--- src/rtl/rv32i_memstage_if.sv ---
// Signal bundle around the RV32I memory-access stage: execute-side inputs,
// the data-memory req/ack bus and the write-back outputs.
interface rv32i_memstage_if;
    localparam int unsigned XLEN = 32;
    localparam int unsigned BEW  = XLEN / 8;

    logic            valid_in;
    logic [XLEN-1:0] alu_in;
    logic [XLEN-1:0] iw_in;
    logic [XLEN-1:0] pc_in;
    logic [XLEN-1:0] rs2_data_in;
    logic            wb_en_in;
    logic            stall_out;

    logic            dmem_req;
    logic            dmem_we;
    logic [XLEN-1:0] dmem_addr;
    logic [BEW-1:0]  dmem_be;
    logic [XLEN-1:0] dmem_wdata;
    logic            dmem_ack;
    logic [XLEN-1:0] dmem_rdata;

    logic            valid_out;
    logic [XLEN-1:0] wb_data_out;
    logic [XLEN-1:0] iw_out;
    logic [XLEN-1:0] pc_out;
    logic            wb_en_out;
    logic            misalign_out;
    logic            bus_err_out;

    // The stage itself.
    modport slave (
        input  valid_in, alu_in, iw_in, pc_in, rs2_data_in, wb_en_in,
        input  dmem_ack, dmem_rdata,
        output stall_out,
        output dmem_req, dmem_we, dmem_addr, dmem_be, dmem_wdata,
        output valid_out, wb_data_out, iw_out, pc_out, wb_en_out,
        output misalign_out, bus_err_out
    );

    // Surrounding pipeline and data memory.
    modport master (
        output valid_in, alu_in, iw_in, pc_in, rs2_data_in, wb_en_in,
        output dmem_ack, dmem_rdata,
        input  stall_out,
        input  dmem_req, dmem_we, dmem_addr, dmem_be, dmem_wdata,
        input  valid_out, wb_data_out, iw_out, pc_out, wb_en_out,
        input  misalign_out, bus_err_out
    );
endinterface

--- src/rtl/rv32i_memstage.sv ---
// RV32I memory-access stage: LB/LH/LW/LBU/LHU/SB/SH/SW over a req/ack bus,
// one access in flight, upstream stalled until it retires or times out.
module rv32i_memstage #(
    parameter int unsigned TIMEOUT = 16
) (
    input  logic            clk,
    input  logic            reset,
    rv32i_memstage_if.slave bus
);
    localparam int unsigned XLEN  = 32;
    localparam int unsigned BEW   = XLEN / 8;
    localparam int unsigned CNT_W = $clog2(TIMEOUT);

    localparam logic [6:0]       OP_LOAD  = 7'b0000011;
    localparam logic [6:0]       OP_STORE = 7'b0100011;
    localparam logic [CNT_W-1:0] CNT_LAST = CNT_W'(TIMEOUT - 1);

    typedef enum logic {S_IDLE, S_BUSY} state_e;

    state_e           state_q, state_d;
    logic [CNT_W-1:0] cnt_q, cnt_d;

    logic [6:0]      opcode;
    logic [2:0]      funct3;
    logic [1:0]      off;
    logic            is_load, is_store, is_mem, misalign;
    logic [BEW-1:0]  be_c;
    logic [XLEN-1:0] wdata_c;
    logic            capture, ack_hit, timeout_hit;

    // Captured request and pending-retire context
    logic            req_q, req_d, we_q, we_d;
    logic [XLEN-1:0] addr_q, addr_d, wdata_q, wdata_d;
    logic [BEW-1:0]  be_q, be_d;
    logic [XLEN-1:0] alu_q, alu_d, iw_q, iw_d, pc_q, pc_d;
    logic [2:0]      f3_q, f3_d;
    logic            wben_q, wben_d;

    // Write-back outputs
    logic            valid_q, valid_d, mis_q, mis_d, berr_q, berr_d;
    logic            wbeno_q, wbeno_d;
    logic [XLEN-1:0] wbdata_q, wbdata_d, iwo_q, iwo_d, pco_q, pco_d;

    logic [XLEN-1:0] ld_shift, ld_data;

    // Decode: undefined funct3 on a load/store opcode falls back to non-mem.
    always_comb begin
        opcode   = bus.iw_in[6:0];
        funct3   = bus.iw_in[14:12];
        off      = bus.alu_in[1:0];
        is_load  = (opcode == OP_LOAD) &&
                   (funct3 inside {3'b000, 3'b001, 3'b010, 3'b100, 3'b101});
        is_store = (opcode == OP_STORE) && (funct3 inside {3'b000, 3'b001, 3'b010});
        is_mem   = is_load | is_store;
        misalign = 1'b0;
        be_c     = 4'b1111;
        wdata_c  = bus.rs2_data_in;
        case (funct3[1:0])
            2'b00: begin
                be_c    = 4'b0001 << off;
                wdata_c = {4{bus.rs2_data_in[7:0]}};
            end
            2'b01: begin
                misalign = off[0];
                be_c     = 4'b0011 << off;
                wdata_c  = {2{bus.rs2_data_in[15:0]}};
            end
            default: misalign = (off != 2'b00);
        endcase
        misalign = misalign & is_mem;
    end

    assign capture     = (state_q == S_IDLE) && bus.valid_in && is_mem && !misalign;
    assign ack_hit     = (state_q == S_BUSY) && bus.dmem_ack;
    assign timeout_hit = (state_q == S_BUSY) && !bus.dmem_ack && (cnt_q == CNT_LAST);
    assign bus.stall_out = (state_q == S_BUSY) || capture;

    always_ff @(posedge clk) begin
        if (reset) begin
            state_q <= S_IDLE;
            cnt_q   <= '0;
        end else begin
            state_q <= state_d;
            cnt_q   <= cnt_d;
        end
    end

    always_comb begin
        state_d = state_q;
        cnt_d   = cnt_q;
        case (state_q)
            S_IDLE: begin
                if (capture) begin
                    state_d = S_BUSY;
                    cnt_d   = '0;
                end
            end
            S_BUSY: begin
                if (ack_hit || timeout_hit) begin
                    state_d = S_IDLE;
                    cnt_d   = '0;
                end else begin
                    cnt_d = cnt_q + CNT_W'(1);
                end
            end
            default: state_d = S_IDLE;
        endcase
    end

    // Load lane extraction from the byte offset of the captured address
    always_comb begin
        ld_shift = bus.dmem_rdata >> {alu_q[1:0], 3'b000};
        case (f3_q)
            3'b000:  ld_data = {{24{ld_shift[7]}}, ld_shift[7:0]};
            3'b100:  ld_data = {24'h0, ld_shift[7:0]};
            3'b001:  ld_data = {{16{ld_shift[15]}}, ld_shift[15:0]};
            3'b101:  ld_data = {16'h0, ld_shift[15:0]};
            default: ld_data = ld_shift;
        endcase
    end

    always_comb begin
        req_d    = req_q;
        we_d     = we_q;
        addr_d   = addr_q;
        be_d     = be_q;
        wdata_d  = wdata_q;
        alu_d    = alu_q;
        f3_d     = f3_q;
        iw_d     = iw_q;
        pc_d     = pc_q;
        wben_d   = wben_q;
        valid_d  = 1'b0;
        mis_d    = 1'b0;
        berr_d   = 1'b0;
        wbdata_d = wbdata_q;
        iwo_d    = iwo_q;
        pco_d    = pco_q;
        wbeno_d  = wbeno_q;
        case (state_q)
            S_IDLE: begin
                if (capture) begin
                    req_d   = 1'b1;
                    we_d    = is_store;
                    addr_d  = {bus.alu_in[31:2], 2'b00};
                    be_d    = be_c;
                    wdata_d = wdata_c;
                    alu_d   = bus.alu_in;
                    f3_d    = funct3;
                    iw_d    = bus.iw_in;
                    pc_d    = bus.pc_in;
                    wben_d  = bus.wb_en_in;
                end else begin
                    valid_d  = bus.valid_in;
                    mis_d    = bus.valid_in & misalign;
                    wbdata_d = bus.alu_in;
                    iwo_d    = bus.iw_in;
                    pco_d    = bus.pc_in;
                    wbeno_d  = bus.wb_en_in & ~misalign & ~is_store;
                end
            end
            S_BUSY: begin
                if (ack_hit || timeout_hit) begin
                    req_d    = 1'b0;
                    valid_d  = 1'b1;
                    berr_d   = timeout_hit;
                    iwo_d    = iw_q;
                    pco_d    = pc_q;
                    wbdata_d = (ack_hit && !we_q) ? ld_data : alu_q;
                    wbeno_d  = ack_hit & ~we_q & wben_q;
                end
            end
            default: ;
        endcase
    end

    always_ff @(posedge clk) begin
        if (reset) begin
            req_q    <= 1'b0;
            we_q     <= 1'b0;
            addr_q   <= '0;
            be_q     <= '0;
            wdata_q  <= '0;
            alu_q    <= '0;
            f3_q     <= '0;
            iw_q     <= '0;
            pc_q     <= '0;
            wben_q   <= 1'b0;
            valid_q  <= 1'b0;
            mis_q    <= 1'b0;
            berr_q   <= 1'b0;
            wbdata_q <= '0;
            iwo_q    <= '0;
            pco_q    <= '0;
            wbeno_q  <= 1'b0;
        end else begin
            req_q    <= req_d;
            we_q     <= we_d;
            addr_q   <= addr_d;
            be_q     <= be_d;
            wdata_q  <= wdata_d;
            alu_q    <= alu_d;
            f3_q     <= f3_d;
            iw_q     <= iw_d;
            pc_q     <= pc_d;
            wben_q   <= wben_d;
            valid_q  <= valid_d;
            mis_q    <= mis_d;
            berr_q   <= berr_d;
            wbdata_q <= wbdata_d;
            iwo_q    <= iwo_d;
            pco_q    <= pco_d;
            wbeno_q  <= wbeno_d;
        end
    end

    assign bus.dmem_req     = req_q;
    assign bus.dmem_we      = we_q;
    assign bus.dmem_addr    = addr_q;
    assign bus.dmem_be      = be_q;
    assign bus.dmem_wdata   = wdata_q;
    assign bus.valid_out    = valid_q;
    assign bus.wb_data_out  = wbdata_q;
    assign bus.iw_out       = iwo_q;
    assign bus.pc_out       = pco_q;
    assign bus.wb_en_out    = wbeno_q;
    assign bus.misalign_out = mis_q;
    assign bus.bus_err_out  = berr_q;
endmodule

--- src/flat_wrapper.sv ---
// flat-port wrapper written by rule: the top's interface ports become plain ports
module rv32i_memstage_flat 
#(
    parameter int unsigned TIMEOUT = 16
)
  (clk, reset, bus_valid_in, bus_alu_in, bus_iw_in, bus_pc_in, bus_rs2_data_in, bus_wb_en_in, bus_dmem_ack, bus_dmem_rdata, bus_stall_out, bus_dmem_req, bus_dmem_we, bus_dmem_addr, bus_dmem_be, bus_dmem_wdata, bus_valid_out, bus_wb_data_out, bus_iw_out, bus_pc_out, bus_wb_en_out, bus_misalign_out, bus_bus_err_out);
  rv32i_memstage_if bus_i ();
  input  logic clk;
  input  logic reset;
  input wire logic [$bits(bus_i.valid_in)-1:0] bus_valid_in;
  input wire logic [$bits(bus_i.alu_in)-1:0] bus_alu_in;
  input wire logic [$bits(bus_i.iw_in)-1:0] bus_iw_in;
  input wire logic [$bits(bus_i.pc_in)-1:0] bus_pc_in;
  input wire logic [$bits(bus_i.rs2_data_in)-1:0] bus_rs2_data_in;
  input wire logic [$bits(bus_i.wb_en_in)-1:0] bus_wb_en_in;
  input wire logic [$bits(bus_i.dmem_ack)-1:0] bus_dmem_ack;
  input wire logic [$bits(bus_i.dmem_rdata)-1:0] bus_dmem_rdata;
  output wire logic [$bits(bus_i.stall_out)-1:0] bus_stall_out;
  output wire logic [$bits(bus_i.dmem_req)-1:0] bus_dmem_req;
  output wire logic [$bits(bus_i.dmem_we)-1:0] bus_dmem_we;
  output wire logic [$bits(bus_i.dmem_addr)-1:0] bus_dmem_addr;
  output wire logic [$bits(bus_i.dmem_be)-1:0] bus_dmem_be;
  output wire logic [$bits(bus_i.dmem_wdata)-1:0] bus_dmem_wdata;
  output wire logic [$bits(bus_i.valid_out)-1:0] bus_valid_out;
  output wire logic [$bits(bus_i.wb_data_out)-1:0] bus_wb_data_out;
  output wire logic [$bits(bus_i.iw_out)-1:0] bus_iw_out;
  output wire logic [$bits(bus_i.pc_out)-1:0] bus_pc_out;
  output wire logic [$bits(bus_i.wb_en_out)-1:0] bus_wb_en_out;
  output wire logic [$bits(bus_i.misalign_out)-1:0] bus_misalign_out;
  output wire logic [$bits(bus_i.bus_err_out)-1:0] bus_bus_err_out;
  assign bus_i.valid_in = bus_valid_in;
  assign bus_i.alu_in = bus_alu_in;
  assign bus_i.iw_in = bus_iw_in;
  assign bus_i.pc_in = bus_pc_in;
  assign bus_i.rs2_data_in = bus_rs2_data_in;
  assign bus_i.wb_en_in = bus_wb_en_in;
  assign bus_i.dmem_ack = bus_dmem_ack;
  assign bus_i.dmem_rdata = bus_dmem_rdata;
  assign bus_stall_out = bus_i.stall_out;
  assign bus_dmem_req = bus_i.dmem_req;
  assign bus_dmem_we = bus_i.dmem_we;
  assign bus_dmem_addr = bus_i.dmem_addr;
  assign bus_dmem_be = bus_i.dmem_be;
  assign bus_dmem_wdata = bus_i.dmem_wdata;
  assign bus_valid_out = bus_i.valid_out;
  assign bus_wb_data_out = bus_i.wb_data_out;
  assign bus_iw_out = bus_i.iw_out;
  assign bus_pc_out = bus_i.pc_out;
  assign bus_wb_en_out = bus_i.wb_en_out;
  assign bus_misalign_out = bus_i.misalign_out;
  assign bus_bus_err_out = bus_i.bus_err_out;
  rv32i_memstage #(.TIMEOUT(TIMEOUT)) u_core (.clk(clk), .reset(reset), .bus(bus_i));
endmodule
--- config.mk ---
export PLATFORM = sky130hd
export DESIGN_NAME = rv32i_memstage_flat
export DESIGN_NICKNAME = d
export VERILOG_FILES = /design/src/rtl/rv32i_memstage_if.sv /design/src/rtl/rv32i_memstage.sv /design/src/flat_wrapper.sv
export SDC_FILE = /design/constraint.sdc
export NUM_CORES = 1
export LEC_CHECK = 0
export CAP_MARGIN = 10
export CORE_MARGIN = 4
export CORE_UTILIZATION = 40
export CTS_CLUSTER_DIAMETER = 40
export DETAILED_ROUTE_END_ITERATION = 16
export GPL_TIMING_DRIVEN = 0
export PLACE_DENSITY = 0.81
export SKIP_LAST_GASP = 1
export SYNTH_ARGS = -nofsm -noshare
export SYNTH_HDL_FRONTEND = slang
export SYNTH_SLANG_ARGS = --single-unit
--- constraint.sdc ---
create_clock -name clk -period 1.8 [get_ports clk]
set_input_delay 0.36 -clock clk [delete_from_list [all_inputs] [get_ports clk]]
set_output_delay 0.36 -clock clk [all_outputs]
set_load 0.01 [all_outputs]
After elaboration in Yosys (flattened, before gate mapping)
Index checks and enable logic that the tools add are counted.
- shift-type cells: 3
- $add $sub $neg: 1
- muxes and demuxes: 29
- reduce and logical (&&, ||, !) cells: 25
- bitwise logic cells: 12
- equality and inequality tests: 14
- operator list (cell ; count):
    one-hot mux 32 bit (2 select lines) ; 4
    two-way mux 32 bit ; 7
    one-hot mux 32 bit (4 select lines) ; 1
    >> shifter 32 x 5 -> 32 bit ; 1
    one-hot mux 4 bit (2 select lines) ; 2
    equality test 3 bit, second input constant ; 4
    one-hot mux 1 bit (2 select lines) ; 5
    logical AND 1 bit ; 9
    two-way mux 1 bit ; 8
    two-way mux 4 bit ; 2
    equality test 7 x 2 -> 1 bit, second input constant ; 1
    equality test 7 x 6 -> 1 bit, second input constant ; 1
    AND 1 bit ; 6
    equality test 3 x 1 -> 1 bit, second input constant ; 2
    logical NOT 3 bit ; 2
    AND reduction 2 bit ; 3
    OR reduction 3 bit ; 2
    inverter 1 bit ; 5
    nonzero test 5 bit ; 1
    adder 4 x 1 -> 4 bit, second input constant ; 1
    equality test 4 bit, second input constant ; 1
    != test 2 bit, second input constant ; 2
    << shifter 1 x 2 -> 4 bit, first input constant ; 1
    << shifter 2 x 2 -> 4 bit, first input constant ; 1
    9 further kinds ; 12
- input port bits: 165
- output and inout port bits: 171
- flip-flop bits (word level): 273

Depth between registers and ports, before layout
Gate-level depths: netlist of the first run.
- word-level depth: 10
- gate-level depth with buffers: 10

Worst setup path before layout of the first run
OpenSTA, ideal clock, no wires.
- path kind: input -> register
- from: input port bus_iw_in[13]
- to: register u_core.wbdata_q[19] (netlist: u_core.bus.wb_data_out[19])
- path slack: 0.011 ns
- stages on the path: 9
- path buffers: 4
- arrival: 1.652 ns
- cells stage by stage: buf_4 > o21ai_1 > and3_1 > clkbuf_1 > a31o_2 > buf_2 > nor2_2 > buf_6 > a211oi_1
- cells in the longest elaborated chain, start to end: 9
- elaborated cells between the ends (all ways): 19
- classes of those cells: eq/ne: 6; mux: 1; bitwise: 2; reduce/logical: 10
- RTL lines (item ; RTL line ; RTL):
    start: declaration ; flat_wrapper.sv:12 ; input wire logic [$bits(bus_i.iw_in)-1:0] bus_iw_in;
    equality test 3 x 1 -> 1 bit, or another cell as far along ; rv32i_memstage.sv:52, rv32i_memstage.sv:53 ;
    nonzero test 5 bit or nonzero test 3 bit (tied branches) ; rv32i_memstage.sv:52, rv32i_memstage.sv:53 ;
    logical AND 1 bit (on tied branches) ; rv32i_memstage.sv:51, rv32i_memstage.sv:53 ;
    bitwise OR 1 bit ; rv32i_memstage.sv:54 ; is_mem = is_load | is_store;
    AND 1 bit ; rv32i_memstage.sv:70 ; misalign = misalign & is_mem;
    logical NOT 1 bit ; rv32i_memstage.sv:73 ; assign capture = (state_q == S_IDLE) && bus.valid_in && is_mem && !misalign;
    logical AND 1 bit (*) ; rv32i_memstage.sv:73 ;
    != test 2 bit (no source line) (*) ; - ;
    AND reduction 2 bit (no source line) (*) ; - ;
    end signal: assignment ; rv32i_memstage.sv:210 ; wbdata_q <= wbdata_d;
    end: declaration ; rv32i_memstage.sv:42 ; logic [XLEN-1:0] wbdata_q, wbdata_d, iwo_q, iwo_d, pco_q, pco_d;
Mark *: on every way between the ends. The rest lies on a longest branch, timed or not.
A chain may end at the register's enable or synchronous reset.

Worst setup path after layout of the first run
- from: register u_core.state_q
- to: output port bus_stall_out
- cells in the longest elaborated chain, start to end: 5
- RTL lines (item ; RTL line ; RTL):
    start: declaration ; rv32i_memstage.sv:20 ; state_e state_q, state_d;
    start signal: assignment ; rv32i_memstage.sv:83 ; state_q <= state_d;
    inverter 1 bit (no source line) ; - ;
    logical AND 1 bit (3 in series) ; rv32i_memstage.sv:73 ;
    logical OR 1 bit (*) ; rv32i_memstage.sv:76 ; assign bus.stall_out = (state_q == S_BUSY) || capture;
    end: declaration ; flat_wrapper.sv:18 ; output wire logic [$bits(bus_i.stall_out)-1:0] bus_stall_out;
Marked as above.

==> impl_metrics.env, run 1 <==
export IMPL_relSlewSlack_pct=39.4
export IMPL_drive_above_1_share_pct=22.7
export IMPL_worstSetupPathType="reg -> out"
export IMPL_clock_path_buffers=3
export IMPL_syn_avg_cell_area_um2=8.55
export IMPL_synth_compound_area_share_pct=22.3
export IMPL_fin_crit_ns=2.01
export IMPL_cts_buffers=38
export IMPL_regToRegStartpoint="u_core.state_q"
export IMPL_violations="setup timing"
export IMPL_die_h_um=174
export IMPL_use_met1_pct=35.3
export IMPL_synth_cells=1284
export IMPL_fin_util_pct=66.1
export IMPL_grt_pass1_wl_mm=66.7
export IMPL_power_frac_seq_pct=38.2
export IMPL_grt_busiest_layer="met2"
export IMPL_cts_root_buf="clkbuf_16"
export IMPL_synthFlopType="dfxtp_1"
export IMPL_synth_top_family_by_area="compound AO/OA/AOI/OAI gates"
export IMPL_grt_remaining_overflow=0
export IMPL_dp_slack_ns=-1.36
export IMPL_area_growth_pct=62.1
export IMPL_status="complete, but fails checks"
export IMPL_ioPinCount=336
export IMPL_ys_seq_area_share_pct=43.7
export IMPL_fmax_mhz=498
export IMPL_die_area_um2=30200
export IMPL_htree_levels=2
export IMPL_synth_seq_cells=240
export IMPL_clock_skew_ns=0.0177
export IMPL_rsz0062_at_grt="true"
export IMPL_layout_commonest_cell="nand2_1"
export IMPL_grt_pass1_vias=11500
export IMPL_dp_cells=1956
export IMPL_finalCritPeriodShare_pct=112
export IMPL_cap_violations=0
export IMPL_hold_path_class="in -> reg"
export IMPL_cts_sinks=240
export IMPL_die_x_um=174
export IMPL_cp_required_ns=1.44
export IMPL_timing_hold_ws_ns=0.222
export IMPL_maxSlewViolCount=0
export IMPL_synth_fa_ha_area_share_pct=0.114
export IMPL_grt_use_total_pct=27.8
export IMPL_routed_wl_mm=47.1
export IMPL_async_reset_ff_share_pct=0
export IMPL_holdPathStages=3
export IMPL_crit_path_end_kind="primary output"
export IMPL_synthMuxAreaShare_pct=9.16
export IMPL_finalNonFillerCells=2081
export IMPL_setup_tns_ns=-6.68
export IMPL_routedWlPerCell_um=22.6
export IMPL_rr_worst_depth=6
export IMPL_synth_xor_area_share_pct=0
export IMPL_synth_edf_count=0
export IMPL_grtUsageMet3_pct=6.61
export IMPL_nNetsFinal=1873
export IMPL_ir_drop_uv=499
export IMPL_arrival_ns=1.65
export IMPL_cts_tree="built"
export IMPL_core_um2=27000
export IMPL_drtPass1Iterations=7
export IMPL_drtIter0Drc=1070
export IMPL_power_leakage_nw=7.30
export IMPL_ys_warn_count=0
export IMPL_min_to="u_core.alu_q[0]"
export IMPL_power_density_nw_per_um2=812
export IMPL_holdCritStartpoint="bus_alu_in[0]"
export IMPL_sw_frac_of_total_pct=23.6
export IMPL_grt_max_degree=12
export IMPL_rows=60
export IMPL_final_cell_mix="nand2_1, dfxtp_1, clkdlybuf4s50_1"
export IMPL_clock_latency_ns=0.52
export IMPL_p_sw_mw=3.42
export IMPL_critPathLaunchType="register"
export IMPL_initial_core_util_pct=40.8
export IMPL_clkPwrFrac_pct=52.2
export IMPL_synth_cell_types=52
export IMPL_tightest_slew_ns=0.909
export IMPL_combPwrFrac_pct=9.6
export IMPL_worst_slack_ns=-0.210
export IMPL_p_int_mw=11.0
export IMPL_drcViolationCount=0
export IMPL_gp_congestion=0.949
export IMPL_met2_usage_pct=45.1
export IMPL_rr_endpoint="u_core.bus.wb_data_out[1]"
export IMPL_crit_fanout=5
export IMPL_num_vias=12000
export IMPL_synthSimpleGateAreaFrac_pct=16.9
export IMPL_antenna_found_initial=6
export IMPL_hpwl_mm=31.7
export IMPL_routed_via_density=5.75
export IMPL_rrSetupSlack_ns=-0.16
export IMPL_clk_pin_slew_ns=0.05
export IMPL_finalSetupViolCount=155
export IMPL_drtAntennaViolNets=0
export IMPL_finalHoldViolCount=0
export IMPL_synth_area_um2=11000
export IMPL_io_buffers=330
export IMPL_cts_hold_buf=0
[area by class of cell]
| type | count | area [µm²] |
|---|---|---|
| well taps | 341 | 427 |
| plain buffers | 142 | 1090 |
| repair buffers | 390 | 4230 |
| multi-input cells | 890 | 5890 |
| clock buffers | 50 | 1100 |
| inverters | 5 | 22.5 |
| diodes | 6 | 15.0 |
| flip-flops and latches | 240 | 4820 |
| fillers | 2097 | 9150 |
| clock inverters | 17 | 208 |
[metrics by stage]
stage	cell area (µm²)	power [mW]
3_5_place_dp	14700	6.92
6_report	17800	14.5
5_1_grt	17800	14.8
4_1_cts	16700	14.4
3_3_place_gp	14700	6.91
2_1_floorplan	11000	6.07
[state kept, by name, summed over array words and instances (netlist names)]
name	cells
u_core.bus.dmem_req	1
u_core.pc_q	32
u_core.bus.wb_en_out	1
u_core.wben_q	1
u_core.cnt_q	4
u_core.alu_q	31
u_core.bus.misalign_out	1
u_core.bus.dmem_addr	1
u_core.bus.dmem_be	4
u_core.bus.wb_data_out	32
u_core.state_q	1
u_core.iw_q	30
u_core.bus.bus_err_out	1
u_core.bus.dmem_we	1
u_core.bus.pc_out	32
u_core.f3_q	2
u_core.bus.iw_out	32
u_core.bus.valid_out	1
u_core.bus.dmem_wdata	32
[metal layers]
layer,share of wire (%),wire (µm),up-vias
met1,39,18400,5769
met5,0,0,-
met2,47,22200,658
met3,8.6,4050,175
li1,-,-,5365
met4,5.2,2460,0
[cells by family after synthesis]
| logic type | after synthesis |
|---|---|
| AO/OA/AOI/OAI | 345 |
| other | 1 |
| adder cells (fa/ha/maj) | 1 |
| buffers and inverters | 155 |
| flip-flops | 240 |
| multiplexers | 99 |
| AND/OR/NAND/NOR | 443 |
[how the worst max path moves through the flow]
stage	from	to	slack [ns]	depth (start not counted)
final	u_core.state_q	bus_stall_out	-0.21	6
after global routing	u_core.state_q	bus_stall_out	-0.24	6
after CTS	u_core.state_q	bus_stall_out	-0.16	6
after detailed placement	bus_iw_in[2]	u_core.pc_q[9]	-1.36	9
after global placement	bus_iw_in[2]	u_core.pc_q[18]	-1.30	9
after floorplan	bus_iw_in[13]	u_core.bus.wb_data_out[19]	0.01	9
[Yosys cell counts, drive strengths merged, types with 2 or more instances]
master | count | area, µm²
o21ai | 30 | 150
dfxtp | 240 | 4800
and2 | 8 | 50.1
a22oi | 2 | 15.0
clkbuf | 63 | 238
o21bai | 2 | 15.0
nor3b | 7 | 52.6
mux2i | 96 | 961
a222oi | 7 | 70.1
o2bb2ai | 6 | 52.6
o211ai | 15 | 113
o31ai | 5 | 37.5
nor2b | 7 | 43.8
buf | 87 | 598
o22ai | 9 | 62.6
nor2 | 126 | 475
a221oi | 8 | 70.1
nand3b | 2 | 15.0
nand2 | 248 | 931
a21oi | 139 | 696
nor3 | 13 | 65.1
nand3 | 7 | 35.0
a211oi | 94 | 936
inv | 5 | 18.8
a31oi | 5 | 31.3
nand4b | 2 | 17.5
nand2b | 4 | 25.0
nor4 | 3 | 25.0
a311oi | 18 | 158
and3 | 12 | 75.1
mux2 | 2 | 22.5
[repair_timing]
action / 4_1_cts / 5_1_grt
resized for setup: 202 / 206
endpoints found under the setup margin: 292 / 267
gates cloned: 4 / 16
pin swaps: 16 / 25
buffers inserted: 32 / 9
[critical path, stage by stage, from the launching register on]
cell and delay [ns]:
dfxtp_2 0.32, buf_6 0.12, clkinvlp_4 0.11, and3_4 0.18
a31oi_4 0.22, inv_2 0.05, buf_6 0.13
[power groups by stage]
stage          clock (mW)  combinational (mW)  sequential [mW]
6_report             7.55                1.39             5.52
5_1_grt              7.83                1.46             5.52
4_1_cts              7.56                1.33             5.51
3_5_place_dp            0                1.30             5.62
3_3_place_gp            0                1.28             5.62
2_1_floorplan           0               0.396             5.67
(Power assumes the default switching activity.)
==> inputs of run 2 (changes only) <==
--- a/config.mk
+++ b/config.mk
@@ -8,9 +8,9 @@
 export CAP_MARGIN = 10
 export CORE_MARGIN = 4
-export CORE_UTILIZATION = 40
+export CORE_UTILIZATION = 43
 export CTS_CLUSTER_DIAMETER = 40
 export DETAILED_ROUTE_END_ITERATION = 16
 export GPL_TIMING_DRIVEN = 0
-export PLACE_DENSITY = 0.81
+export PLACE_DENSITY = 0.85
 export SKIP_LAST_GASP = 1
 export SYNTH_ARGS = -nofsm -noshare
==> constraint.sdc (replaced) <==
create_clock -name clk -period 1.8 [get_ports clk]
set_input_delay 0.18 -clock clk [delete_from_list [all_inputs] [get_ports clk]]
set_output_delay 0.18 -clock clk [all_outputs]
set_load 0.01 [all_outputs]
==> run 2 against run 1 <==
Net effect:
- the flow still finishes with violations (setup timing)
- die area shrank 6.7%
- routed wire length fell by 5.8%
- highest routed layer unchanged
- final area shrank 5.5%
- maximum frequency is 7.2% higher
- sequential share of layout area up 1.6 points
- worst setup slack improved by 0.14 ns
==> impl_metrics.env, run 2 (synthesis results as in run 1) <==
export IMPL_p_int_mw=10.8
export IMPL_crit_path_end_kind="register"
export IMPL_violations="setup timing"
export IMPL_io_buffers=330
export IMPL_finalSetupViolCount=18
export IMPL_grt_pass1_wl_mm=65.6
export IMPL_die_h_um=168
export IMPL_routedWlPerCell_um=21.9
export IMPL_fin_util_pct=66.8
export IMPL_cts_buffers=36
export IMPL_stdcell_area_um2=16800
export IMPL_ioPinCount=336
export IMPL_arrival_ns=2.24
export IMPL_layout_commonest_cell="clkdlybuf4s50_1"
export IMPL_cp_required_ns=2.16
export IMPL_hold_path_class="in -> reg"
export IMPL_routed_wl_mm=44.4
export IMPL_dp_slack_ns=-0.988
export IMPL_initial_core_util_pct=43.6
export IMPL_drtIter0Drc=987
export IMPL_timing_hold_ws_ns=0.0429
export IMPL_routed_via_density=5.66
export IMPL_grt_max_degree=13
export IMPL_p_sw_mw=3.43
export IMPL_power_frac_seq_pct=38.7
export IMPL_fin_crit_ns=1.87
export IMPL_power_density_nw_per_um2=848
export IMPL_clock_path_buffers=3
export IMPL_clkPwrFrac_pct=51.7
export IMPL_hpwl_mm=31.6
export IMPL_clock_skew_ns=0.0124
export IMPL_gp_congestion=0.956
export IMPL_cts_sinks=240
export IMPL_final_cell_mix="clkdlybuf4s50_1, nand2_1, dfxtp_1"
export IMPL_fmax_mhz=533
export IMPL_finalHoldViolCount=0
export IMPL_worst_slack_ns=-0.0744
export IMPL_area_growth_pct=53.2
export IMPL_grt_pass1_vias=11400
export IMPL_grt_remaining_overflow=0
export IMPL_crit_fanout=8
export IMPL_sw_frac_of_total_pct=24.0
export IMPL_die_area_um2=28200
export IMPL_critPathLaunchType="register"
export IMPL_drtPass1Iterations=5
export IMPL_rsz0062_at_grt="true"
export IMPL_cts_root_buf="clkbuf_16"
export IMPL_htree_levels=2
export IMPL_cts_tree="built"
export IMPL_rows=58
export IMPL_power_leakage_nw=6.08
export IMPL_die_x_um=168
export IMPL_place_area_um2=14700
export IMPL_relSlewSlack_pct=38.3
export IMPL_drive_above_1_share_pct=17.9
export IMPL_grt_use_total_pct=29.4
export IMPL_core_um2=25200
export IMPL_antenna_found_initial=1
export IMPL_combPwrFrac_pct=9.6
export IMPL_worstSetupPathType="reg -> reg"
export IMPL_tightest_slew_ns=0.925
export IMPL_drcViolationCount=0
export IMPL_n_fill_cell=1985
export IMPL_cap_violations=0
export IMPL_clk_pin_slew_ns=0.06
export IMPL_maxSlewViolCount=0
export IMPL_status="complete, but fails checks"
export IMPL_clock_latency_ns=0.51
export IMPL_num_vias=11500
export IMPL_nNetsFinal=1836
export IMPL_drtAntennaViolNets=0
export IMPL_finalCritPeriodShare_pct=104
export IMPL_ir_drop_uv=688
[run 2: changes by cell type in the layout (fill, tap and decap cells not counted), moves of 6 or more]
cell,before,now
clkbuf_16,56,43
dlygate4sd2_1,59,4
a211oi_1,13,24
a21oi_2,27,5
clkdlybuf4s50_1,225,323
dlymetal6s2s_1,40,2
buf_6,14,22
a211oi_2,79,70
buf_2,15,9
buf_4,71,54
a21oi_1,111,133
buf_12,22,5
[run 2: power by group through the flow]
stage	Sequential, mW	Combinational (mW)	Clock, mW
global placement	5.62	1.28	0
floorplan	5.67	0.396	0
detailed placement	5.63	1.29	0
CTS	5.52	1.32	7.41
finish	5.52	1.37	7.37
global route	5.52	1.44	7.63
[run 2: final cells by class]
class	instances	area [µm²]	area share [%]
repair buffers	351	3560	21.2
clock buffers	43	1020	6.06
diodes	1	2.50	0.0149
well taps	330	413	2.45
flip-flops and latches	240	4810	28.6
inverters	5	26.3	0.156
multi-input cells	890	5670	33.7
plain buffers	146	1060	6.28
clock inverters	23	264	1.57
[run 2: worst paths after layout]
kind / from / endpoint / slack [ns] / cells past startpoint
max: u_core.alu_q[1] / u_core.bus.wb_data_out[23] / -0.07 / 7
min: bus_alu_in[0] / u_core.alu_q[0] / 0.04 / 3
max reg2reg: u_core.alu_q[1] / u_core.bus.wb_data_out[23] / -0.07 / 7
min reg2reg: u_core.pc_q[22] / u_core.pc_q[22] / 0.46 / 2
[run 2: per-stage QoR]
| stage | TNS [ns] | power (mW) | cells |
|---|---|---|---|
| 6_report | -0.961 | 14.3 | 2029 |
| 5_1_grt | -2.40 | 14.6 | 2029 |
| 4_1_cts | -0.553 | 14.2 | 2019 |
| 3_5_place_dp | -174.59 | 6.92 | 1945 |
| 3_3_place_gp | -173.30 | 6.91 | 1945 |
| 2_1_floorplan | 0 | 6.07 | 1285 |
[run 2: critical path: stages, from the launching register on]
cell and delay [ns]:
dfxtp_2 0.34, buf_6 0.13, mux4_2 0.59, nor2_4 0.15, nor4_4 0.07, nor2_4 0.21, buf_6 0.16, a211oi_1 0.07
[run 2: metal layers]
| layer | global-route usage (%) | share of wire, % | wire [µm] | vias to the layer above |
|---|---|---|---|---|
| met4 | 11.4 | 4.4 | 1940 | 0 |
| met5 | 0 | 0 | 0 | - |
| met1 | 36.6 | 39 | 17300 | 5504 |
| met2 | 49.5 | 48 | 21100 | 586 |
| met3 | 6.69 | 9.1 | 4040 | 124 |
| li1 | - | - | - | 5278 |
[run 2: what timing repair did]
item | 4_1_cts | 5_1_grt
cloned | 2 | 6
hold buffers | 0 | 0
buffers inserted | 9 | 4
endpoints found under the setup margin | 234 | 230
resized for setup | 102 | 89
pin swaps | 8 | 21
hold endpoints to repair | 0 | 0
==> inputs of run 3 (changes only) <==
Settings changed: CORE_UTILIZATION 43 to 47, HOLD_SLACK_MARGIN set to 0.15, PLACE_DENSITY 0.85 to 0.88.
Clock period 1.8 ns to 2 ns, I/O delays scaled along.
==> run 3 against run 2 <==
Net effect:
- the flow now finishes without violations
- clock skew is 0.0063 ns higher
- worst hold slack better by 0.17 ns
- clock-buffer cell count is 5 lower
- largest cell class unchanged
- die area is 8.1% lower
- critical path depth stayed put
- sequential share of layout area is 1.2 points higher
- sequential cell count stayed put
- routed wire length is 3.7% lower
==> impl_metrics.env, run 3 (synthesis results as in run 1) <==
export IMPL_status="finished, final reports clean"
export IMPL_grt_pass1_wl_mm=63.6
export IMPL_tightest_slew_ns=0.796
export IMPL_hold_path_class="in -> reg"
export IMPL_num_vias=11500
export IMPL_dp_slack_ns=-0.825
export IMPL_grt_max_degree=14
export IMPL_cts_tree="built"
export IMPL_maxSlewViolCount=0
export IMPL_die_area_um2=25900
export IMPL_rows=55
export IMPL_drcViolationCount=0
export IMPL_cts_buffers=34
export IMPL_drtPass1Iterations=7
export IMPL_setup_tns_ns=0
export IMPL_htree_levels=2
export IMPL_cts_sinks=240
export IMPL_grt_remaining_overflow=0
export IMPL_routed_wl_mm=42.8
export IMPL_dp_cells=1928
export IMPL_cap_violations=0
export IMPL_finalCritPeriodShare_pct=98.3
export IMPL_fmax_mhz=509
export IMPL_drtAntennaViolNets=0
export IMPL_initial_core_util_pct=48.1
export IMPL_timing_hold_ws_ns=0.211
export IMPL_routed_via_density=5.76
export IMPL_layout_commonest_cell="clkdlybuf4s50_1"
export IMPL_finalNonFillerCells=1996
export IMPL_crit_fanout=6
export IMPL_power_leakage_nw=5.75
export IMPL_die_h_um=161
export IMPL_worstSetupPathType="in -> out"
export IMPL_clock_skew_ns=0.0188
export IMPL_nNetsFinal=1822
export IMPL_crit_path_end_kind="primary output"
export IMPL_power_density_nw_per_um2=746
export IMPL_ir_drop_uv=493
export IMPL_cp_required_ns=1.80
export IMPL_relSlewSlack_pct=47.0
export IMPL_critPathLaunchType="input port"
export IMPL_grt_use_total_pct=31.1
export IMPL_clock_path_buffers=3
export IMPL_rsz0062_at_grt="true"
export IMPL_hpwl_mm=31.7
export IMPL_clock_latency_ns=0.50
export IMPL_clk_pin_slew_ns=0.06
export IMPL_core_um2=22800
export IMPL_drive_above_1_share_pct=14.2
export IMPL_finalHoldViolCount=0
export IMPL_cts_root_buf="clkbuf_16"
export IMPL_final_cell_mix="clkdlybuf4s50_1, nand2_1, dfxtp_1"
export IMPL_power_mw=12.0
export IMPL_routedWlPerCell_um=21.4
export IMPL_arrival_ns=1.77
export IMPL_worst_slack_ns=0.0344
export IMPL_ioPinCount=336
export IMPL_grt_pass1_vias=11100
export IMPL_area_growth_pct=46.8
export IMPL_gp_congestion=1.04
export IMPL_die_x_um=161
export IMPL_finalSetupViolCount=0
export IMPL_fin_crit_ns=1.97
export IMPL_antenna_found_initial=3
export IMPL_drtIter0Drc=1070
export IMPL_io_buffers=330
[run 3: cell types whose count changed in the layout (fill, tap and decap cells not counted), moves of 4 or more]
cell	previous run	this run
a211oi_1	24	46
a211oi_2	70	48
a311oi_1	13	18
a311oi_2	5	0
buf_2	9	19
buf_4	54	50
buf_6	22	16
buf_8	8	1
clkbuf_1	39	50
clkbuf_16	43	35
clkbuf_2	21	11
clkbuf_8	5	1
clkdlybuf4s50_1	323	327
[run 3: through the flow]
stage | cell area [µm²] | utilization, %
after global placement | 14700 | 64.3
final | 16100 | 70.6
after floorplan | 11000 | -
after global routing | 16100 | 70.6
after CTS | 15900 | 69.5
after detailed placement | 14700 | 64.3
[run 3: final timing paths]
kind / startpoint / to / slack, ns / cells after the start
setup reg to reg: u_core.cnt_q[1] / u_core.bus.pc_out[6] / 0.05 / 8
setup / recovery: bus_iw_in[12] / bus_stall_out / 0.03 / 7
hold / removal: bus_iw_in[13] / u_core.bus.dmem_wdata[12] / 0.21 / 4
hold reg to reg: u_core.iw_q[10] / u_core.iw_q[10] / 0.46 / 2
[run 3: area by class of cell]
class                           count  area (µm²)
Clock buffer                       38         897
Antenna cell                        3        7.51
Multi-Input combinational cell    890        5490
Inverter                            5        22.5
Clock inverter                     22         213
Timing Repair Buffer              339        3360
Buffer                            146         931
Tap cell                          313         392
Fill cell                        1819        6720
Sequential cell                   240        4810
[run 3: timing repair]
action / in CTS / in global routing
pin swaps: 3 / 3
endpoints found under the setup margin: 218 / 206
setup buffers: 2 / 5
cloned: 0 / 1
hold buffers: 1 / 0
hold endpoints to repair: 1 / 0
resized for setup: 31 / 61
[run 3: report_power, final]
group	internal (mW)	switching (mW)
combinational	0.638	0.567
sequential	4.90	0.0671
clock	3.55	2.32
[run 3: per-layer routing]
layer / up-vias / wire [µm] / global-route usage (%)
met5: - / 0 / 0
met2: 635 / 19700 / 50.6
met1: 5473 / 16700 / 38.7
met4: 0 / 2250 / 15.0
met3: 138 / 4030 / 7.67
li1: 5244 / - / -
[run 3: worst max-delay path, stage by stage]
cell,delay (ns)
clkdlybuf4s50_1,0.61
nand2_2,0.13
and4b_2,0.26
buf_6,0.15
a31oi_4,0.21
inv_1,0.05
buf_2,0.15
